**config.mk**
```make
export PLATFORM = sky130hd
export DESIGN_NAME = gemm_loader
export DESIGN_NICKNAME = d
export VERILOG_FILES = /design/src/rtl/gemm_loader.sv
export SDC_FILE = /design/constraint.sdc
export NUM_CORES = 1
export LEC_CHECK = 0
export CAP_MARGIN = 0
export CORE_MARGIN = 2
export CORE_UTILIZATION = 52
export CTS_BUF_LIST = sky130_fd_sc_hd__clkbuf_16
export DETAILED_ROUTE_END_ITERATION = 10
export MAX_ROUTING_LAYER = met4
export PLACE_DENSITY = 0.86
export SETUP_SLACK_MARGIN = 0.15
export SYNTH_ARGS = -nofsm -noshare
export SYNTH_HDL_FRONTEND = slang
export SYNTH_SLANG_ARGS = --single-unit
```
**constraint.sdc**
```tcl
create_clock -name clk -period 3.1 [get_ports clk]
set_input_delay 0.465 -clock clk [delete_from_list [all_inputs] [get_ports clk]]
set_output_delay 0.465 -clock clk [all_outputs]
set_load 0.02 [all_outputs]
```
**src/rtl/gemm_loader.sv**
```systemverilog
// gemm_loader: streams m1 then m2 into gemm_core, pulses start, waits for done
// and returns sum_out (or a timeout result) on a valid/ready port.
module gemm_loader #(
  parameter int DATA_W         = 21,
  parameter int N_ELEM         = 256,
  parameter int GAP_CYCLES     = 3,
  parameter int TIMEOUT_CYCLES = 10_000_000
) (
  input  logic              clk,
  input  logic              rst_n,
  input  logic              s_valid,
  output logic              s_ready,
  input  logic [DATA_W-1:0] s_data,
  output logic              wr_en,
  output logic [1:0]        wr_sel,
  output logic [7:0]        wr_addr,
  output logic [DATA_W-1:0] wr_data,
  output logic              start,
  input  logic              done,
  input  logic [31:0]       sum_out,
  output logic              res_valid,
  input  logic              res_ready,
  output logic [31:0]       res_data,
  output logic              timeout_err,
  output logic              busy
);

  localparam int GW = $clog2(GAP_CYCLES + 2);
  localparam int TW = $clog2(TIMEOUT_CYCLES + 1);
  localparam logic [7:0]    LAST     = 8'(N_ELEM - 1);
  localparam logic [GW-1:0] GAP_LAST = GW'(GAP_CYCLES);
  localparam logic [TW-1:0] TMO_LAST = TW'(TIMEOUT_CYCLES - 1);

  typedef enum logic [2:0] {
    S_LOAD_M1,
    S_LOAD_M2,
    S_GAP,
    S_START,
    S_WAIT_LO,
    S_WAIT_HI,
    S_RESULT
  } state_t;

  state_t r_state;
  state_t w_state_nxt;

  logic [7:0]        r_cnt;
  logic [GW-1:0]     r_gap;
  logic [TW-1:0]     r_tmo;
  logic              r_s_ready;
  logic              r_wr_en;
  logic [1:0]        r_wr_sel;
  logic [7:0]        r_wr_addr;
  logic [DATA_W-1:0] r_wr_data;
  logic              r_start;
  logic              r_res_valid;
  logic [31:0]       r_res_data;
  logic              r_tmo_err;
  logic              r_busy;

  logic              w_acc;
  logic              w_wait;
  logic              w_tmo_hit;
  logic              w_load_nxt;
  logic [7:0]        w_cnt_nxt;
  logic [GW-1:0]     w_gap_nxt;
  logic [TW-1:0]     w_tmo_nxt;
  logic [31:0]       w_res_data_nxt;
  logic              w_tmo_err_nxt;

  // s_ready is only ever high while in a LOAD state, so it alone gates accepts
  assign w_acc     = s_valid & r_s_ready;
  assign w_wait    = (r_state == S_WAIT_LO) || (r_state == S_WAIT_HI);
  assign w_tmo_hit = w_wait && (r_tmo == TMO_LAST);

  always_ff @(posedge clk or negedge rst_n) begin
    if (!rst_n) r_state <= S_LOAD_M1;
    else        r_state <= w_state_nxt;
  end

  always_comb begin
    w_state_nxt = r_state;
    unique case (r_state)
      S_LOAD_M1:
        if (w_acc && r_cnt == LAST) w_state_nxt = S_LOAD_M2;
      S_LOAD_M2:
        if (w_acc && r_cnt == LAST) w_state_nxt = S_GAP;
      S_GAP:
        if (r_gap == GAP_LAST) w_state_nxt = S_START;
      S_START:
        w_state_nxt = S_WAIT_LO;
      S_WAIT_LO:
        if (w_tmo_hit)  w_state_nxt = S_RESULT;
        else if (!done) w_state_nxt = S_WAIT_HI;
      S_WAIT_HI:
        if (done || w_tmo_hit) w_state_nxt = S_RESULT;
      S_RESULT:
        if (res_ready) w_state_nxt = S_LOAD_M1;
      default:
        w_state_nxt = S_LOAD_M1;
    endcase
  end

  always_comb begin
    w_cnt_nxt      = r_cnt;
    w_gap_nxt      = '0;
    w_tmo_nxt      = r_tmo;
    w_res_data_nxt = r_res_data;
    w_tmo_err_nxt  = r_tmo_err;
    if (w_acc) w_cnt_nxt = r_cnt + 8'd1;
    unique case (r_state)
      S_GAP:     w_gap_nxt = r_gap + GW'(1);
      S_START:   w_tmo_nxt = '0;
      S_WAIT_LO: w_tmo_nxt = r_tmo + TW'(1);
      S_WAIT_HI: w_tmo_nxt = r_tmo + TW'(1);
      S_RESULT:
        if (res_ready) begin
          w_cnt_nxt     = '0;
          w_tmo_err_nxt = 1'b0;
        end
      default: ;
    endcase
    // a real done wins over a timeout landing on the same cycle
    if (r_state == S_WAIT_HI && done) begin
      w_res_data_nxt = sum_out;
    end else if (w_tmo_hit) begin
      w_res_data_nxt = '0;
      w_tmo_err_nxt  = 1'b1;
    end
  end

  assign w_load_nxt = (w_state_nxt == S_LOAD_M1) ||
                      (w_state_nxt == S_LOAD_M2);

  always_ff @(posedge clk or negedge rst_n) begin
    if (!rst_n) begin
      r_cnt       <= '0;
      r_gap       <= '0;
      r_tmo       <= '0;
      r_s_ready   <= 1'b0;
      r_wr_en     <= 1'b0;
      r_wr_sel    <= '0;
      r_wr_addr   <= '0;
      r_wr_data   <= '0;
      r_start     <= 1'b0;
      r_res_valid <= 1'b0;
      r_res_data  <= '0;
      r_tmo_err   <= 1'b0;
      r_busy      <= 1'b0;
    end else begin
      r_cnt       <= w_cnt_nxt;
      r_gap       <= w_gap_nxt;
      r_tmo       <= w_tmo_nxt;
      r_s_ready   <= w_load_nxt;
      r_wr_en     <= w_acc;
      if (w_acc) begin
        r_wr_sel  <= {1'b0, r_state == S_LOAD_M2};
        r_wr_addr <= r_cnt;
        r_wr_data <= s_data;
      end
      r_start     <= (w_state_nxt == S_START);
      r_res_valid <= (w_state_nxt == S_RESULT);
      r_res_data  <= w_res_data_nxt;
      r_tmo_err   <= w_tmo_err_nxt;
      r_busy      <= !((w_state_nxt == S_LOAD_M1) && (w_cnt_nxt == 8'd0));
    end
  end

  assign s_ready     = r_s_ready;
  assign wr_en       = r_wr_en;
  assign wr_sel      = r_wr_sel;
  assign wr_addr     = r_wr_addr;
  assign wr_data     = r_wr_data;
  assign start       = r_start;
  assign res_valid   = r_res_valid;
  assign res_data    = r_res_data;
  assign timeout_err = r_tmo_err;
  assign busy        = r_busy;

endmodule

```
==> results of run 1 <==
-- cells by family (layout without fill, tap and decap cells) --
family / Yosys count / in the layout / synth area share [%]
muxes: 25 / 25 / 6.21
adders and majority gates: 4 / 4 / 1.10
DFF: 106 / 106 / 58.5
buffers and inverters: 29 / 160 / 2.57
other: 1 / 1 / 0.0827
and+or+nand+nor: 175 / 175 / 17.7
xor gates and xnor gates: 7 / 7 / 1.35
AOI/OAI and AO/OA: 98 / 98 / 12.4
-- sequential cells by signal, summed over array words and instances (netlist names) --
register     flops
busy             1
r_cnt            8
r_gap            3
r_state          3
r_tmo           24
res_data        32
res_valid        1
s_ready          1
start            1
timeout_err      1
wr_addr          8
wr_data         21
wr_en            1
wr_sel           1
-- layout by cell type, fill, tap and decap left out, drive strengths merged, types with 5 or more instances in the layout --
cell and instances:
nor2 18, inv 9, a21oi 8, o211ai 5, dfrtp 106, clkdlybuf4s50 124
clkbuf 9, o21ai 64, mux2 25, buf 12, nand4 9, clkinv 5
xnor2 5, o31ai 6, nand2 98, nand3 20, nor4 5
-- through the flow --
| stage | instance area (sq um) | hold WS [ns] | total power [mW] | std cells |
|---|---|---|---|---|
| final | 6220 | 0.115 | 5.54 | 684 |
| after global routing | 6220 | 0.165 | 5.84 | 684 |
| after CTS | 6220 | 0.141 | 5.57 | 684 |
| after detailed placement | 5930 | 0.426 | 4.48 | 668 |
| after global placement | 5930 | 0.420 | 4.39 | 668 |
| after floorplan | 4530 | 0.169 | 3.34 | 445 |
-- path summary, 6_finish.rpt --
path / start / end / slack (ns) / cells past startpoint
setup / recovery: r_tmo[0]$_DFFE_PN0P_ / r_tmo[16]$_DFFE_PN0P_ / 0.90 / 6
min in group clk: r_gap[0]$_DFF_PN0_ / r_gap[0]$_DFF_PN0_ / 0.44 / 1
hold reg to reg: r_gap[0]$_DFF_PN0_ / r_gap[0]$_DFF_PN0_ / 0.44 / 1
setup reg to reg: r_tmo[0]$_DFFE_PN0P_ / r_tmo[16]$_DFFE_PN0P_ / 0.90 / 6
hold / removal: rst_n / wr_data[17]$_DFFE_PN0P_ / 0.11 / 1
max in group asynchronous: rst_n / r_tmo[8]$_DFFE_PN0P_ / 2.34 / 2
-- metal layers --
layer / track usage (%) / up-vias / part of all wire (%)
met4: 7.48 / 0 / 2.1
met3: 3.96 / 21 / 6.2
met5: - / - / 0
met1: 30.8 / 1878 / 42
met2: 40.6 / 169 / 49
li1: - / 1821 / -
-- synthesized netlist by cell type, drive strengths merged, types with 3 or more instances --
master and count:
a21oi 8, a31oi 3, and3 4, buf 3, clkbuf 18, dfrtp 106
ha 4, inv 7, mux2 25, nand2 98, nand3 20, nand4 9
nor2 18, nor2b 3, nor3 4, nor4 5, o211ai 5, o21ai 64
o311ai 3, o31ai 6, o41ai 3, or3 3, xnor2 5
-- report_power, final --
group | internal, mW | total, mW | switching [mW]
sequential | 1.84 | 2.16 | 0.315
combinational | 1.10 | 2.30 | 1.20
clock | 0.561 | 1.09 | 0.525
-- layout make-up --
class | instances | area [sq um] | share of cell area (%)
Timing Repair Buffer | 136 | 1340 | 21.6
Sequential cell | 106 | 2650 | 42.7
Multi-Input combinational cell | 310 | 1770 | 28.4
Clock inverter | 7 | 65.1 | 1.05
Inverter | 8 | 30.0 | 0.483
Clock buffer | 9 | 225 | 3.62
Tap cell | 108 | 135 | 2.17
==> results by group, run 1 <==
STA
  • Fin. Hold Viols: 0
  • Max-slew violation count: 0
  • Worst-Margin Slew: 0.909 ns
  • Final setup violating endpoints: 0
  • Setup TNS: 0 ns
  • Clock skew: 0.00482 ns
  • RSZ-0062 raised after global routing: no
  • Post-route minimum period: 2.20 ns
  • Fin worst setup slack: 0.900 ns
  • Headroom to the max-slew limit: 38.9%
  • Final period utilization: 71.0%
  • Fmax: 455 MHz

Clock network
  • Root buffer cell: clkbuf_16
  • Postcts setup bufs: 0
  • Bufs on Longest Clock Path: 2
  • PostCTS Resize Cnt: 0
  • Clock sinks: 106
  • TritonCTS clock tree: built
  • Hold Buf Count CTS: 0
  • Number of H-tree levels: 3
  • Worst-skew pair later-pin latency: 0.34 ns
  • Clock slew at reported path FFs: 0.07 ns
  • CTS Buf Count: 9

Synthesis
  • Top post-synthesis cells by area: dfrtp_1 58%, nand2_1 8.1%, o21ai_0 7.1%
  • Synth Area per Inst: 10.2 sq um
  • Ys async rst share: 100%
  • Yosys reg bits: 106
  • Mapped Nets: 507
  • Cell count after synthesis: 445
  • Number of synthesized flops with an enable pin: 0
  • Post-Synthesis Cell Area: 0.00453 sq mm
  • Post-synth top flop: dfrtp_1
  • Post-synth top area share: 58.5%
  • Unique masters post-synth: 43
  • Ys Warns: 0
  • Sequential fraction of the synthesis area: 58.5%
  • Post-synth top area cell: dfrtp_1

Place
  • Hpwl dp: 7.82 mm
  • Port-buffer cells: 125
  • Placer Congestion: 0.868
  • Worst slack, placed: 0.659 ns

Die
  • Die Height: 97.4 microns
  • Std-Cell Rows: 34
  • Core area: 0.00859 sq mm
  • Die footprint: 0.00948 sq mm
  • Num ports: 127
  • Initial Util: 52.8%
  • Die X: 97.4 microns

Worst setup path
  • Crit path DAT: 2.41 ns
  • Worst-path cell chain: ha_1, nand3_1, nor4_1, nand3_1, nand3_1, o21ai_0
  • Data required, critical path: 3.31 ns
  • CP top delay family: simple AND/OR/NAND/NOR gates
  • Crit. End Element: register
  • CP startpoint kind: register
  • Critical path class: reg -> reg
  • Most used cell, CP: nand3_1
  • CP Max Fanout: 6
  • Crit-path max cell delay: 0.79 ns
  • Worst path bufs/invs: 0
  • Slowest-stage cell, CP: nor4_1

Final layout
  • Final Core Density: 72.4%
  • Layout fillers: 573
  • Layout area overhead: 37.1%
  • Final nets: 633
  • Antenna Cells: 0
  • Layout cells sized above 1: 9.20%

Pwr
  • Maximum VDD drop: 0.379 mV
  • PwrDens: 892 mW/mm^2
  • Static leakage: 2.63 nW

Min path
  • Hold Path Class: in -> async

Route
  • Routed Wire Length: 11.0 mm
  • Via count: 3889
  • Vias/cell: 5.69
  • DRT antenna net count: 0
  • Remaining routing DRC violations: 0
  • Drt first pass iters: 5
  • WL per Instance: 16.1 microns
  • DR iter-0 viols: 222

GRT
  • Largest net degree at the start of global routing: 48
  • Gr usage total: 24.3%
  • Antenna violations before repair: 0
  • Vias in the first global route: 3825
  • Global-route wire length before repair: 18.4 mm
  • Total gr overflow: 0

Run status
  • Status: finished, final reports clean

Job
  • Max Cap Viol: 0
Note: power is estimated with default switching activity, not from simulation.
==> run 2, diff against run 1 <==
--- a/config.mk
+++ b/config.mk
@@ -7,11 +7,11 @@
 export LEC_CHECK = 0
 export CAP_MARGIN = 0
 export CORE_MARGIN = 2
-export CORE_UTILIZATION = 52
+export CORE_UTILIZATION = 48
 export CTS_BUF_LIST = sky130_fd_sc_hd__clkbuf_16
 export DETAILED_ROUTE_END_ITERATION = 10
 export MAX_ROUTING_LAYER = met4
-export PLACE_DENSITY = 0.86
+export PLACE_DENSITY = 0.8
 export SETUP_SLACK_MARGIN = 0.15
 export SYNTH_ARGS = -nofsm -noshare
 export SYNTH_HDL_FRONTEND = slang
==> constraint.sdc (replaced) <==
create_clock -name clk -period 2.3 [get_ports clk]
set_input_delay 0.345 -clock clk [delete_from_list [all_inputs] [get_ports clk]]
set_output_delay 0.345 -clock clk [all_outputs]
set_load 0.02 [all_outputs]
==> results by group, run 2 (same netlist as run 1, synthesis figures left out) <==
Worst setup path
  • Critical path class: reg -> reg
  • Crit path DAT: 2.24 ns
  • CP Max Fanout: 5
  • Reg-to-reg startpoint: r_tmo[1]$_DFFE_PN0P_
  • Cell count of the worst reg-to-reg path: 6
  • Data required, critical path: 2.51 ns
  • CP startpoint kind: register
  • R2r endpoint: r_state[0]$_DFF_PN0_
  • Crit. End Element: register
  • R2R Setup Slk: 0.27 ns

Route
  • Drt first pass iters: 5
  • Routed Wire Length: 10.9 mm
  • WL per Instance: 15.8 microns
  • DR iter-0 viols: 148
  • Remaining routing DRC violations: 0
  • DRT antenna net count: 0
  • Met2 WL: 5.36 mm
  • Via count: 3831
  • Met3 wire length: 740 microns
  • DR top layer: met4
  • Vias/cell: 5.53
  • Post-Route M1 WL: 4.61 mm

STA
  • Fin worst setup slack: 0.272 ns
  • Max-slew violation count: 0
  • Worst-Margin Slew: 0.619 ns
  • Final period utilization: 88.2%
  • Fmax: 493 MHz
  • Post-route minimum period: 2.03 ns
  • Setup TNS: 0 ns
  • RSZ-0062 raised after global routing: yes
  • Clock skew: 0.00676 ns
  • Final setup violating endpoints: 0
  • Fin. Hold Viols: 0
  • Headroom to the max-slew limit: 58.8%

Clock network
  • Clock sinks: 106
  • CTS Buf Count: 9
  • Bufs on Longest Clock Path: 2
  • Number of H-tree levels: 3
  • Hold Buf Count CTS: 0
  • Root buffer cell: clkbuf_16
  • Worst-skew pair later-pin latency: 0.33 ns
  • TritonCTS clock tree: built
  • Clock slew at reported path FFs: 0.07 ns

Die
  • Die Height: 101 microns
  • Die footprint: 0.0102 sq mm
  • Std-Cell Rows: 35
  • Die X: 101 microns
  • Core area: 0.00920 sq mm
  • Num ports: 127
  • Initial Util: 49.3%

Final layout
  • Layout area overhead: 38.4%
  • Final Core Density: 68.2%
  • Register area: 0.00265 sq mm
  • Antenna Cells: 0
  • Final nets: 640
  • Area occupied by multi-input gates: 0.00177 sq mm
  • Max reg flops: 32
  • Post-route cell area: 0.00628 sq mm
  • Commonest non-fill, non-tap cell in the layout: clkdlybuf4s50_1
  • Layout cells sized above 1: 10.5%
  • Layout fillers: 674
  • Most frequent cells in the layout: 124 x clkdlybuf4s50_1, 105 x dfrtp_1, 97 x nand2_1

Run status
  • Status: finished, final reports clean

Pwr
  • Static leakage: 2.67 nW
  • Pwr Total: 7.40 mW
  • PwrDens: 1180 mW/mm^2
  • Maximum VDD drop: 0.540 mV

GRT
  • Total gr overflow: 0
  • Gr usage total: 22.3%
  • Largest net degree at the start of global routing: 51
  • Antenna violations before repair: 0
  • Vias in the first global route: 3777
  • Global-route wire length before repair: 17.7 mm

Place
  • DP Area: 0.00598 sq mm
  • Worst slack, placed: 0.236 ns
  • Placer Congestion: 0.899
  • Port-buffer cells: 125
  • Hpwl dp: 7.99 mm

Min path
  • Hold Path Class: in -> async

Job
  • Max Cap Viol: 0
==> run 2: per-layer routing <==
metal	vias to the layer above	GRT usage (%)
li1	1822	-
met1	1826	27.7
met2	161	36.7
met3	22	4.76
met4	0	7.07
met5	-	-
==> run 2: how the worst max path moves through the flow <==
| stage | start | end |
|---|---|---|
| 2_1_floorplan | r_tmo[0]$_DFFE_PN0P_ | r_state[0]$_DFF_PN0_ |
| 3_3_place_gp | r_tmo[0]$_DFFE_PN0P_ | res_valid$_DFF_PN0_ |
| 3_5_place_dp | r_tmo[0]$_DFFE_PN0P_ | r_state[1]$_DFF_PN0_ |
| 4_1_cts | r_tmo[0]$_DFFE_PN0P_ | res_valid$_DFF_PN0_ |
| 5_1_grt | r_tmo[1]$_DFFE_PN0P_ | res_valid$_DFF_PN0_ |
| 6_report | r_tmo[1]$_DFFE_PN0P_ | r_state[0]$_DFF_PN0_ |
==> run 2: critical path, stage by stage (launching register included) <==
cell     delay (ns)
dfrtp_1        0.41
ha_1           0.23
nand3_1        0.16
or4_1          0.48
nor3_4         0.20
nor3_1         0.09
or3b_1         0.35
==> run 2: timing repair <==
action,4_1_cts,5_1_grt
resized for setup,0,6
hold endpoints to repair,0,0
buffers inserted,0,2
endpoints found under the setup margin,0,36
==> run 2: final cells by class <==
cell class,count,share of cell area [%]
Clock buffer,9,3.59
Clock inverter,6,0.578
Inverter,8,0.478
Multi-Input combinational cell,310,28.2
Sequential cell,106,42.3
Tap cell,111,2.21
Timing Repair Buffer,143,22.6
==> run 2: report_power, final <==
part | total, mW | switching, mW | internal, mW
Combinational | 3.12 | 1.61 | 1.52
Clock | 1.36 | 0.636 | 0.722
Sequential | 2.92 | 0.427 | 2.49
Total | 7.40 | 2.67 | 4.73
==> run 2: through the flow <==
stage               hold WS (ns)  cells
floorplan                 0.0494    445
global placement           0.396    676
detailed placement         0.404    676
CTS                       0.0437    691
global route              0.0741    693
finish                    0.0221    693
==> run 3, diff against run 2 <==
==> constraint.sdc (replaced) <==
create_clock -name clk -period 2 [get_ports clk]
set_input_delay 0.3 -clock clk [delete_from_list [all_inputs] [get_ports clk]]
set_output_delay 0.3 -clock clk [all_outputs]
set_load 0.02 [all_outputs]
==> results by group, run 3 (same netlist as run 1, synthesis figures left out) <==
Final layout
  • Final nets: 662
  • Post-Layout Cell Count: 716
  • Commonest non-fill, non-tap cell in the layout: clkdlybuf4s50_1
  • Max reg flops: 32
  • Antenna Cells: 0
  • Layout cells sized above 1: 16.7%
  • Most frequent cells in the layout: 124 x clkdlybuf4s50_1, 103 x dfrtp_1, 97 x nand2_1
  • Final Core Density: 72.5%
  • Layout area overhead: 47.1%

Clock network
  • Clock sinks: 106
  • TritonCTS clock tree: built
  • CTS Buf Count: 9
  • Clock slew at reported path FFs: 0.07 ns
  • Number of H-tree levels: 3
  • Root buffer cell: clkbuf_16
  • Bufs on Longest Clock Path: 2
  • Worst-skew pair later-pin latency: 0.35 ns

Worst setup path
  • Crit. End Element: register
  • Data required, critical path: 2.21 ns
  • Critical path class: reg -> reg
  • Crit path DAT: 2.06 ns
  • CP Max Fanout: 6
  • CP startpoint kind: register

Route
  • Routed Wire Length: 12.2 mm
  • Drt first pass iters: 4
  • Remaining routing DRC violations: 0
  • Vias/cell: 5.64
  • DR iter-0 viols: 176
  • DRT antenna net count: 0
  • WL per Instance: 17.0 microns
  • Via count: 4035

Die
  • Std-Cell Rows: 35
  • Num ports: 127
  • Die footprint: 0.0102 sq mm
  • Die X: 101 microns
  • Die Height: 101 microns
  • Core area: 0.00920 sq mm
  • Initial Util: 49.3%

STA
  • Fmax: 539 MHz
  • Setup TNS: 0 ns
  • Final period utilization: 92.7%
  • Fin. Hold Viols: 0
  • RSZ-0062 raised after global routing: yes
  • Final setup violating endpoints: 0
  • Clock skew: 0.0113 ns
  • Post-route minimum period: 1.85 ns
  • Max-slew violation count: 0

Pwr
  • Maximum VDD drop: 0.707 mV
  • Pwr Total: 9.08 mW
  • Static leakage: 2.85 nW
  • PwrDens: 1360 mW/mm^2

Place
  • Hpwl dp: 8.04 mm
  • Placer Congestion: 0.854
  • Inst Count DP: 686
  • Port-buffer cells: 125

GRT
  • Antenna violations before repair: 0
  • Gr usage total: 23.0%
  • Vias in the first global route: 3686
  • Total gr overflow: 0
  • Global-route wire length before repair: 18.0 mm
  • Largest net degree at the start of global routing: 36

Job
  • Max Cap Viol: 0

Min path
  • Hold Path Class: reg -> reg

Run status
  • Status: finished, final reports clean
run 3: power breakdown:
group	switching (mW)	internal (mW)	total, mW
Combinational	1.96	1.85	3.81
Clock	0.827	1.12	1.95
Sequential	0.461	2.86	3.32
Total	3.25	5.84	9.08
run 3: area by class of cell:
class | count | area (sq um)
clock buffers | 9 | 225
clock inverters | 7 | 110
fillers | 632 | 2520
inverters | 8 | 30.0
multi-input cells | 310 | 1860
flip-flops and latches | 106 | 2660
well taps | 111 | 139
repair buffers | 165 | 1650
run 3: worst max-delay path: stages, from the launching register on:
cell,delay [ns]
dfrtp_1,0.46
nand3_1,0.25
nor4_2,0.32
nand2_1,0.16
o311ai_0,0.39
o41ai_1,0.14
run 3: repair_timing:
item / 4_1_cts / 5_1_grt
hold buffers: 1 / 0
gates resized for setup: 6 / 41
hold endpoints to repair: 32 / 0
setup buffers: 3 / 7
pin swaps: 2 / 7
cloned: 0 / 3
setup endpoints to repair: 36 / 41
run 3: metal layers:
metal / up-vias / part of all wire, % / GRT usage, %
li1: 1876 / - / -
met1: 1977 / 41 / 29.0
met2: 161 / 50 / 37.1
met3: 21 / 6.1 / 4.62
met4: 0 / 2.2 / 7.90
met5: - / 0 / -
run 3: final timing paths:
path,start,cells past startpoint,end,slack (ns)
worst max register to register,r_tmo[7]$_DFFE_PN0P_,5,r_tmo[21]$_DFFE_PN0P_,0.15
worst max-delay path,r_tmo[7]$_DFFE_PN0P_,5,r_tmo[21]$_DFFE_PN0P_,0.15
max in group asynchronous,rst_n,3,wr_data[15]$_DFFE_PN0P_,0.93
worst min register to register,r_gap[0]$_DFF_PN0_,1,r_gap[0]$_DFF_PN0_,0.44
worst min-delay path,r_gap[0]$_DFF_PN0_,1,r_gap[0]$_DFF_PN0_,0.44
min in group asynchronous,rst_n,2,wr_data[2]$_DFFE_PN0P_,0.46
run 3: metrics by stage:
stage,hold WS (ns),instance area [sq um],setup WS (ns)
after global placement,0.283,6070,0.0537
after floorplan,0.00441,4530,0.0836
after CTS,0.442,6460,0.126
after global routing,0.468,6670,0.0224
final,0.440,6670,0.146
after detailed placement,0.292,6070,-0.0227
